File: src/rtl/mult_div_unit_pkg.sv
// Shared definitions for the multicycle multiply/divide unit: op and FSM state encodings.
package mult_div_unit_pkg;

  typedef enum logic [1:0] {
    MD_MULT  = 2'b00,
    MD_DIV   = 2'b01,
    MD_MULTU = 2'b10,
    MD_DIVU  = 2'b11
  } md_op_e;

  typedef enum logic [2:0] {
    ST_IDLE = 3'd0,
    ST_PREP = 3'd1,
    ST_RUN  = 3'd2,
    ST_FIX  = 3'd3,
    ST_DONE = 3'd4
  } md_state_e;

  // Bit 0 of the op code separates divide from multiply in both signed and unsigned forms.
  function automatic logic op_is_div(input logic [1:0] op);
    return op[0];
  endfunction

endpackage

File: src/rtl/multdiv_magnitude_core.sv
// Unsigned iterative datapath: shift-add multiply or restoring divide, one bit per step.
// acc holds the running high half / remainder, quo the multiplier bits / quotient.
module multdiv_magnitude_core
  import mult_div_unit_pkg::*;
#(
  parameter int unsigned WIDTH = 32
) (
  input  logic             clk,
  input  logic             rst,
  input  logic             load,
  input  logic             step,
  input  logic             div_mode,
  input  logic [WIDTH-1:0] op_a,
  input  logic [WIDTH-1:0] op_b,
  output logic [WIDTH-1:0] acc,
  output logic [WIDTH-1:0] quo
);

  logic [WIDTH-1:0] acc_q, acc_d;
  logic [WIDTH-1:0] quo_q, quo_d;
  logic [WIDTH-1:0] opb_q;
  logic             mode_q;

  logic [WIDTH:0]   sum;
  logic [WIDTH:0]   shifted;
  logic [WIDTH+1:0] diff;
  logic             borrow;
  logic             unused_diff;

  // One iteration of the selected algorithm.
  always_comb begin
    sum         = {1'b0, acc_q} + {1'b0, opb_q};
    shifted     = {acc_q, quo_q[WIDTH-1]};
    diff        = {1'b0, shifted} - {2'b00, opb_q};
    borrow      = diff[WIDTH+1];
    unused_diff = diff[WIDTH];
    acc_d       = acc_q;
    quo_d       = quo_q;
    if (mode_q) begin
      // Restoring divide: keep the trial difference only when it did not go negative.
      acc_d = borrow ? shifted[WIDTH-1:0] : diff[WIDTH-1:0];
      quo_d = {quo_q[WIDTH-2:0], ~borrow};
    end else if (quo_q[0]) begin
      acc_d = sum[WIDTH:1];
      quo_d = {sum[0], quo_q[WIDTH-1:1]};
    end else begin
      acc_d = {1'b0, acc_q[WIDTH-1:1]};
      quo_d = {acc_q[0], quo_q[WIDTH-1:1]};
    end
  end

  // Operand load and per-step update.
  always_ff @(posedge clk or posedge rst) begin
    if (rst) begin
      acc_q  <= '0;
      quo_q  <= '0;
      opb_q  <= '0;
      mode_q <= 1'b0;
    end else if (load) begin
      acc_q  <= '0;
      quo_q  <= op_a;
      opb_q  <= op_b;
      mode_q <= div_mode;
    end else if (step) begin
      acc_q <= acc_d;
      quo_q <= quo_d;
    end
  end

  assign acc = acc_q;
  assign quo = quo_q;

endmodule

File: src/rtl/mult_div_unit.sv
// Multicycle multiply/divide unit feeding HI/LO. Owns the FSM, step counter, sign handling
// and result registers; the magnitude datapath lives in multdiv_magnitude_core.
// Optional feature: define MULTDIV_UNSIGNED_EN to honour op[1] (multu/divu).
module mult_div_unit
  import mult_div_unit_pkg::*;
#(
  parameter int unsigned WIDTH = 32
) (
  input  logic             clk,
  input  logic             rst,
  input  logic             start,
  input  logic [1:0]       op,
  input  logic [WIDTH-1:0] a,
  input  logic [WIDTH-1:0] b,
  output logic             busy,
  output logic             done,
  output logic             div_zero,
  output logic [WIDTH-1:0] hi,
  output logic [WIDTH-1:0] lo
);

  localparam int unsigned CntW = $clog2(WIDTH);

  md_state_e        state_q, state_d;
  logic [CntW-1:0]  cnt_q, cnt_d;
  logic [WIDTH-1:0] a_q, a_d, b_q, b_d;
  logic             is_div_q, is_div_d;
  logic             is_signed_q, is_signed_d;
  logic             neg_lo_q, neg_lo_d;
  logic             neg_hi_q, neg_hi_d;
  logic [WIDTH-1:0] hi_q, hi_d, lo_q, lo_d;
  logic             dz_q, dz_d;

  logic             core_load, core_step;
  logic [WIDTH-1:0] mag_a, mag_b;
  logic [WIDTH-1:0] core_acc, core_quo;
  logic [2*WIDTH-1:0] prod_neg;
  logic             start_signed;

`ifdef MULTDIV_UNSIGNED_EN
  assign start_signed = ~op[1];
`else
  logic unused_op_hi;
  assign unused_op_hi = op[1];
  assign start_signed = 1'b1;
`endif

  // Magnitudes wrap at WIDTH bits, so MIN maps to itself and still reads as 2**(WIDTH-1).
  assign mag_a    = (is_signed_q && a_q[WIDTH-1]) ? ('0 - a_q) : a_q;
  assign mag_b    = (is_signed_q && b_q[WIDTH-1]) ? ('0 - b_q) : b_q;
  assign prod_neg = '0 - {core_acc, core_quo};

  multdiv_magnitude_core #(
    .WIDTH(WIDTH)
  ) u_core (
    .clk     (clk),
    .rst     (rst),
    .load    (core_load),
    .step    (core_step),
    .div_mode(is_div_q),
    .op_a    (mag_a),
    .op_b    (mag_b),
    .acc     (core_acc),
    .quo     (core_quo)
  );

  // Next-state, datapath control and status outputs.
  always_comb begin
    state_d     = state_q;
    cnt_d       = cnt_q;
    a_d         = a_q;
    b_d         = b_q;
    is_div_d    = is_div_q;
    is_signed_d = is_signed_q;
    neg_lo_d    = neg_lo_q;
    neg_hi_d    = neg_hi_q;
    hi_d        = hi_q;
    lo_d        = lo_q;
    dz_d        = 1'b0;
    core_load   = 1'b0;
    core_step   = 1'b0;
    busy        = 1'b0;
    done        = 1'b0;
    unique case (state_q)
      ST_IDLE, ST_DONE: begin
        done    = (state_q == ST_DONE);
        state_d = ST_IDLE;
        if (start) begin
          state_d     = ST_PREP;
          a_d         = a;
          b_d         = b;
          is_div_d    = op_is_div(op);
          is_signed_d = start_signed;
        end
      end
      ST_PREP: begin
        busy     = 1'b1;
        // lo (product / quotient) negates on differing signs; remainder follows the dividend.
        neg_lo_d = is_signed_q & (a_q[WIDTH-1] ^ b_q[WIDTH-1]);
        neg_hi_d = is_signed_q & a_q[WIDTH-1];
        if (is_div_q && (b_q == '0)) begin
          state_d = ST_DONE;
          dz_d    = 1'b1;
        end else begin
          state_d   = ST_RUN;
          core_load = 1'b1;
          cnt_d     = CntW'(WIDTH - 1);
        end
      end
      ST_RUN: begin
        busy      = 1'b1;
        core_step = 1'b1;
        if (cnt_q == '0) begin
          state_d = ST_FIX;
        end else begin
          cnt_d = cnt_q - 1'b1;
        end
      end
      ST_FIX: begin
        busy    = 1'b1;
        state_d = ST_DONE;
        if (is_div_q) begin
          lo_d = neg_lo_q ? ('0 - core_quo) : core_quo;
          hi_d = neg_hi_q ? ('0 - core_acc) : core_acc;
        end else begin
          {hi_d, lo_d} = neg_lo_q ? prod_neg : {core_acc, core_quo};
        end
      end
      default: state_d = ST_IDLE;
    endcase
  end

  // State and result registers.
  always_ff @(posedge clk or posedge rst) begin
    if (rst) begin
      state_q     <= ST_IDLE;
      cnt_q       <= '0;
      a_q         <= '0;
      b_q         <= '0;
      is_div_q    <= 1'b0;
      is_signed_q <= 1'b0;
      neg_lo_q    <= 1'b0;
      neg_hi_q    <= 1'b0;
      hi_q        <= '0;
      lo_q        <= '0;
      dz_q        <= 1'b0;
    end else begin
      state_q     <= state_d;
      cnt_q       <= cnt_d;
      a_q         <= a_d;
      b_q         <= b_d;
      is_div_q    <= is_div_d;
      is_signed_q <= is_signed_d;
      neg_lo_q    <= neg_lo_d;
      neg_hi_q    <= neg_hi_d;
      hi_q        <= hi_d;
      lo_q        <= lo_d;
      dz_q        <= dz_d;
    end
  end

  assign hi       = hi_q;
  assign lo       = lo_q;
  assign div_zero = dz_q;

endmodule

File: config.mk
export PLATFORM = sky130hd
export DESIGN_NAME = mult_div_unit
export DESIGN_NICKNAME = d
export VERILOG_FILES = /design/src/rtl/mult_div_unit_pkg.sv /design/src/rtl/multdiv_magnitude_core.sv /design/src/rtl/mult_div_unit.sv
export SDC_FILE = /design/constraint.sdc
export NUM_CORES = 1
export LEC_CHECK = 0
export BUFFER_PORTS_ARGS = -buffer_cell sky130_fd_sc_hd__clkbuf_2
export CAP_MARGIN = 10
export CORE_MARGIN = 2
export CORE_UTILIZATION = 56
export DETAILED_ROUTE_END_ITERATION = 8
export PLACE_DENSITY = 0.87
export SLEW_MARGIN = 30
export SYNTH_ARGS = -nofsm -noshare
export SYNTH_HDL_FRONTEND = slang
export SYNTH_HIERARCHICAL = 1
export SYNTH_SLANG_ARGS = --single-unit
File: constraint.sdc
create_clock -name clk -period 3.8 [get_ports clk]
set_clock_uncertainty 0.2 [all_clocks]
set_input_delay 0.19 -clock clk [delete_from_list [all_inputs] [get_ports clk]]
set_output_delay 0.19 -clock clk [all_outputs]
set_load 0.03 [all_outputs]
==> metrics.txt <==
status finished clean; post-DR vias/cell 6.17; Die Span X 176 um; Remaining Overflow, GRT 0; fraction of final layout cells sized beyond drive strength 1 0.164; CP Data Required Time 4010 ps; asr flop ratio synth 1.00; Antenna diodes 0; post-layout min period 3610 ps; mean instance size in the synthesized netlist 8.53 um2; global-route usage over all layers 0.324; standby leakage power 0.00863 uW; worst min-delay path category in2async; number of gates on the worst path with buffers counted 10; count of flip-flops with a built-in enable after synthesis 0; Routed Antenna Nets 0; post-synthesis instance area 16,600 um2; Detailed Place HPWL 35,500 um; total power per unit cell area 1070 nW/um2; post-route core utilization 0.664; sequential-to-total area share from yosys stat 0.359; Critical Path Start Type flop; detailed-route wire length per cell 19.9 um; Max IR drop VDD 564 uV; Final Wtd Congestion 0.969; buffer cell driving the clock tree root clkbuf_16; vertical extent of the die 176 um; flop and latch count out of synthesis 238; critical path data arrival time 3820 ps; vias post-DR 15,791; most common cell after layout, fill and taps aside nand2_1; CTS tree built; number of core rows 63; die outline area 31,000 um2; Ys Warns 6; Worst Reg2Reg Path Length in Cells 10; Inserted Clock Buffers 27; critical path's slowest cell or4_1; aggregate negative setup slack 0 ps; Max-Slew Margin vs Limit 0.365; sequence of cells on the critical path or4_1 -> nor3_1 -> nand4_1 -> or4_1 -> nand2b_2 -> clkinv_2 -> buf_4 -> buf_4 -> a221oi_1 -> a21oi_1; number of nets in the finished design 2,291; maximum cell stage delay along the critical path 570 ps; fmax 277 MHz; endpoint type of the worst setup path flop; initial core utilization 0.564; maximum buffer depth of the clock tree 3; commonest non-fill, non-tap cells in the layout 291 x nand2_1, 243 x o21ai_0, 237 x dfrtp_1; clock latency on the worst-skew pair 560 ps; CP bufs+invs 3; worst setup slack after layout 190 ps; unrepaired setup endpoints after global routing no; largest net degree at the start of global routing 75; remaining routing DRC violations 0; number of max-cap violations 0; Unique masters post-synth 91; CP top delay family simple AND/OR/NAND/NOR gates; number of buffers inserted by hold repair at cts 66; fillcell total 2,282; Initial DRC Count 1,721; CTS clk-pin slew, worst paths 60 ps; vias in the first global route 15,168; final number of setup-violating endpoints 0; Worst-Margin Slew 953 ps; number of gates resized after CTS 0; maximum net fanout on the critical path 66; number of levels in the clock H-tree 1; sinks on the clock net 238; setup slack at placement 269 ps; wire length after detailed routing 51,000 um; Area growth syn-to-layout 17.7%; cell area after layout 19,500 um2; global-route wire length before repair 80,600 um; initial antenna violation count 0; Most used DFF post-synth dfrtp_1; Synth Instances 1,946; quantity of I/O buffers inserted on ports 134; hold violation count in the final report 0; Worst Path Class, Setup reg2reg; final max-slew violation count 0; top-level port count 136; length of the first detailed-routing pass in iterations 6; placeable core area 29,400 um2; setup repair bufs after CTS 0; Cell Area, Placed 17,900 um2; fraction of the cycle the final worst path needs 0.950; nets in the synthesized netlist 2,086
## state kept, by name (all words and copies together) (netlist names), 3 cells and up
name and count:
a_q 32, b_q 32, hi 32, lo 32
u_core/acc 32, u_core/opb_q 32, u_core/quo 32, cnt_q 5
state_q 3
## worst paths after layout
kind / start / to / slack [ps]
worst max-delay path: b_q[21] / u_core/quo[0] / 190
worst min-delay path: rst / u_core/quo[9] / 160
worst max register to register: b_q[21] / u_core/quo[0] / 190
worst min register to register: hi[9] / hi[9] / 280
max in group asynchronous: rst / b_q[26] / 2160
min in group clk: b[10] / b_q[10] / 220
## metrics by stage
step,hold WS [ps],instances,power (uW)
5_1_grt,217,2561,22200
3_5_place_dp,190,2446,17500
4_1_cts,191,2561,20300
6_report,159,2561,20800
3_3_place_gp,182,2445,17100
2_1_floorplan,107,1946,14000
## power breakdown
part           switching [uW]  internal (uW)  total, uW  leakage, uW
combinational            7880           5020      12900      0.00526
clock                    1120           1610       2730     0.000450
sequential               1440           3730       5170      0.00292
total                   10400          10400      20800      0.00863
## layer usage
| layer | wire length (um) | vias to the layer above | global-route usage |
|---|---|---|---|
| li1 | - | 7322 | - |
| met1 | 21200 | 7519 | 0.454 |
| met2 | 23500 | 816 | 0.520 |
| met3 | 4640 | 134 | 0.0444 |
| met4 | 1720 | 0 | 0.111 |
| met5 | 0 | - | 0 |
## kinds of logic (layout without fill, tap and decap cells)
family	Yosys count	count (layout)	share of synthesized area
buffers and inverters	176	401	0.0421
multiplexers	114	114	0.0738
adder cells (fa/ha/maj)	71	71	0.0545
AND/OR/NAND/NOR	617	617	0.174
XOR/XNOR	176	176	0.0929
flip-flops	238	238	0.359
AO/OA/AOI/OAI	554	554	0.204
## layout make-up
cell class	count	area [um2]	area share
inverter	80	308	0.0158
timing repair buffer	272	1910	0.0980
multi-input combinational	1532	9940	0.509
tap	390	488	0.0250
clock inverter	12	153	0.00782
clock buffer	37	763	0.0391
sequential	238	5960	0.305
## synthesized netlist by cell type (all sizes together) (4+ instances only)
| cell type | instances | area, um2 |
|---|---|---|
| nand2 | 292 | 1100 |
| o21ai | 251 | 1260 |
| dfrtp | 238 | 5960 |
| a21oi | 125 | 637 |
| nor2 | 110 | 415 |
| xnor2 | 99 | 867 |
| inv | 80 | 300 |
| xor2 | 77 | 674 |
| clkbuf | 73 | 274 |
| ha | 69 | 863 |
| mux2 | 67 | 754 |
| mux2i | 47 | 470 |
| nor3 | 45 | 250 |
| o31ai | 27 | 221 |
| nand3 | 26 | 130 |
| a21o | 24 | 188 |
| nand2b | 24 | 153 |
| buf | 23 | 124 |
| nor4 | 21 | 131 |
| o211ai | 17 | 128 |
| a31oi | 15 | 100 |
| or4 | 15 | 120 |
| nand4 | 13 | 81.3 |
| or3 | 13 | 91.3 |
| and2 | 11 | 68.8 |
| and3 | 11 | 68.8 |
| o41ai | 11 | 115 |
| a211oi | 10 | 80.1 |
| nand3b | 8 | 60.1 |
| nor2b | 8 | 50.1 |
| o21bai | 8 | 60.1 |
| a32o | 7 | 70.1 |
| a21boi | 5 | 41.3 |
| a221oi | 5 | 43.8 |
| a22o | 5 | 43.8 |
| o21a | 5 | 37.5 |
| o32ai | 5 | 43.8 |
| or2 | 5 | 31.3 |
| nand4b | 4 | 35.0 |
| o221ai | 4 | 35.0 |
## tightest hold or removal path: stages
cell and delay, ps:
dlygate4sd3_1 550, clkbuf_2 160, inv_4 510
Power figures use the tool's default switching activity.
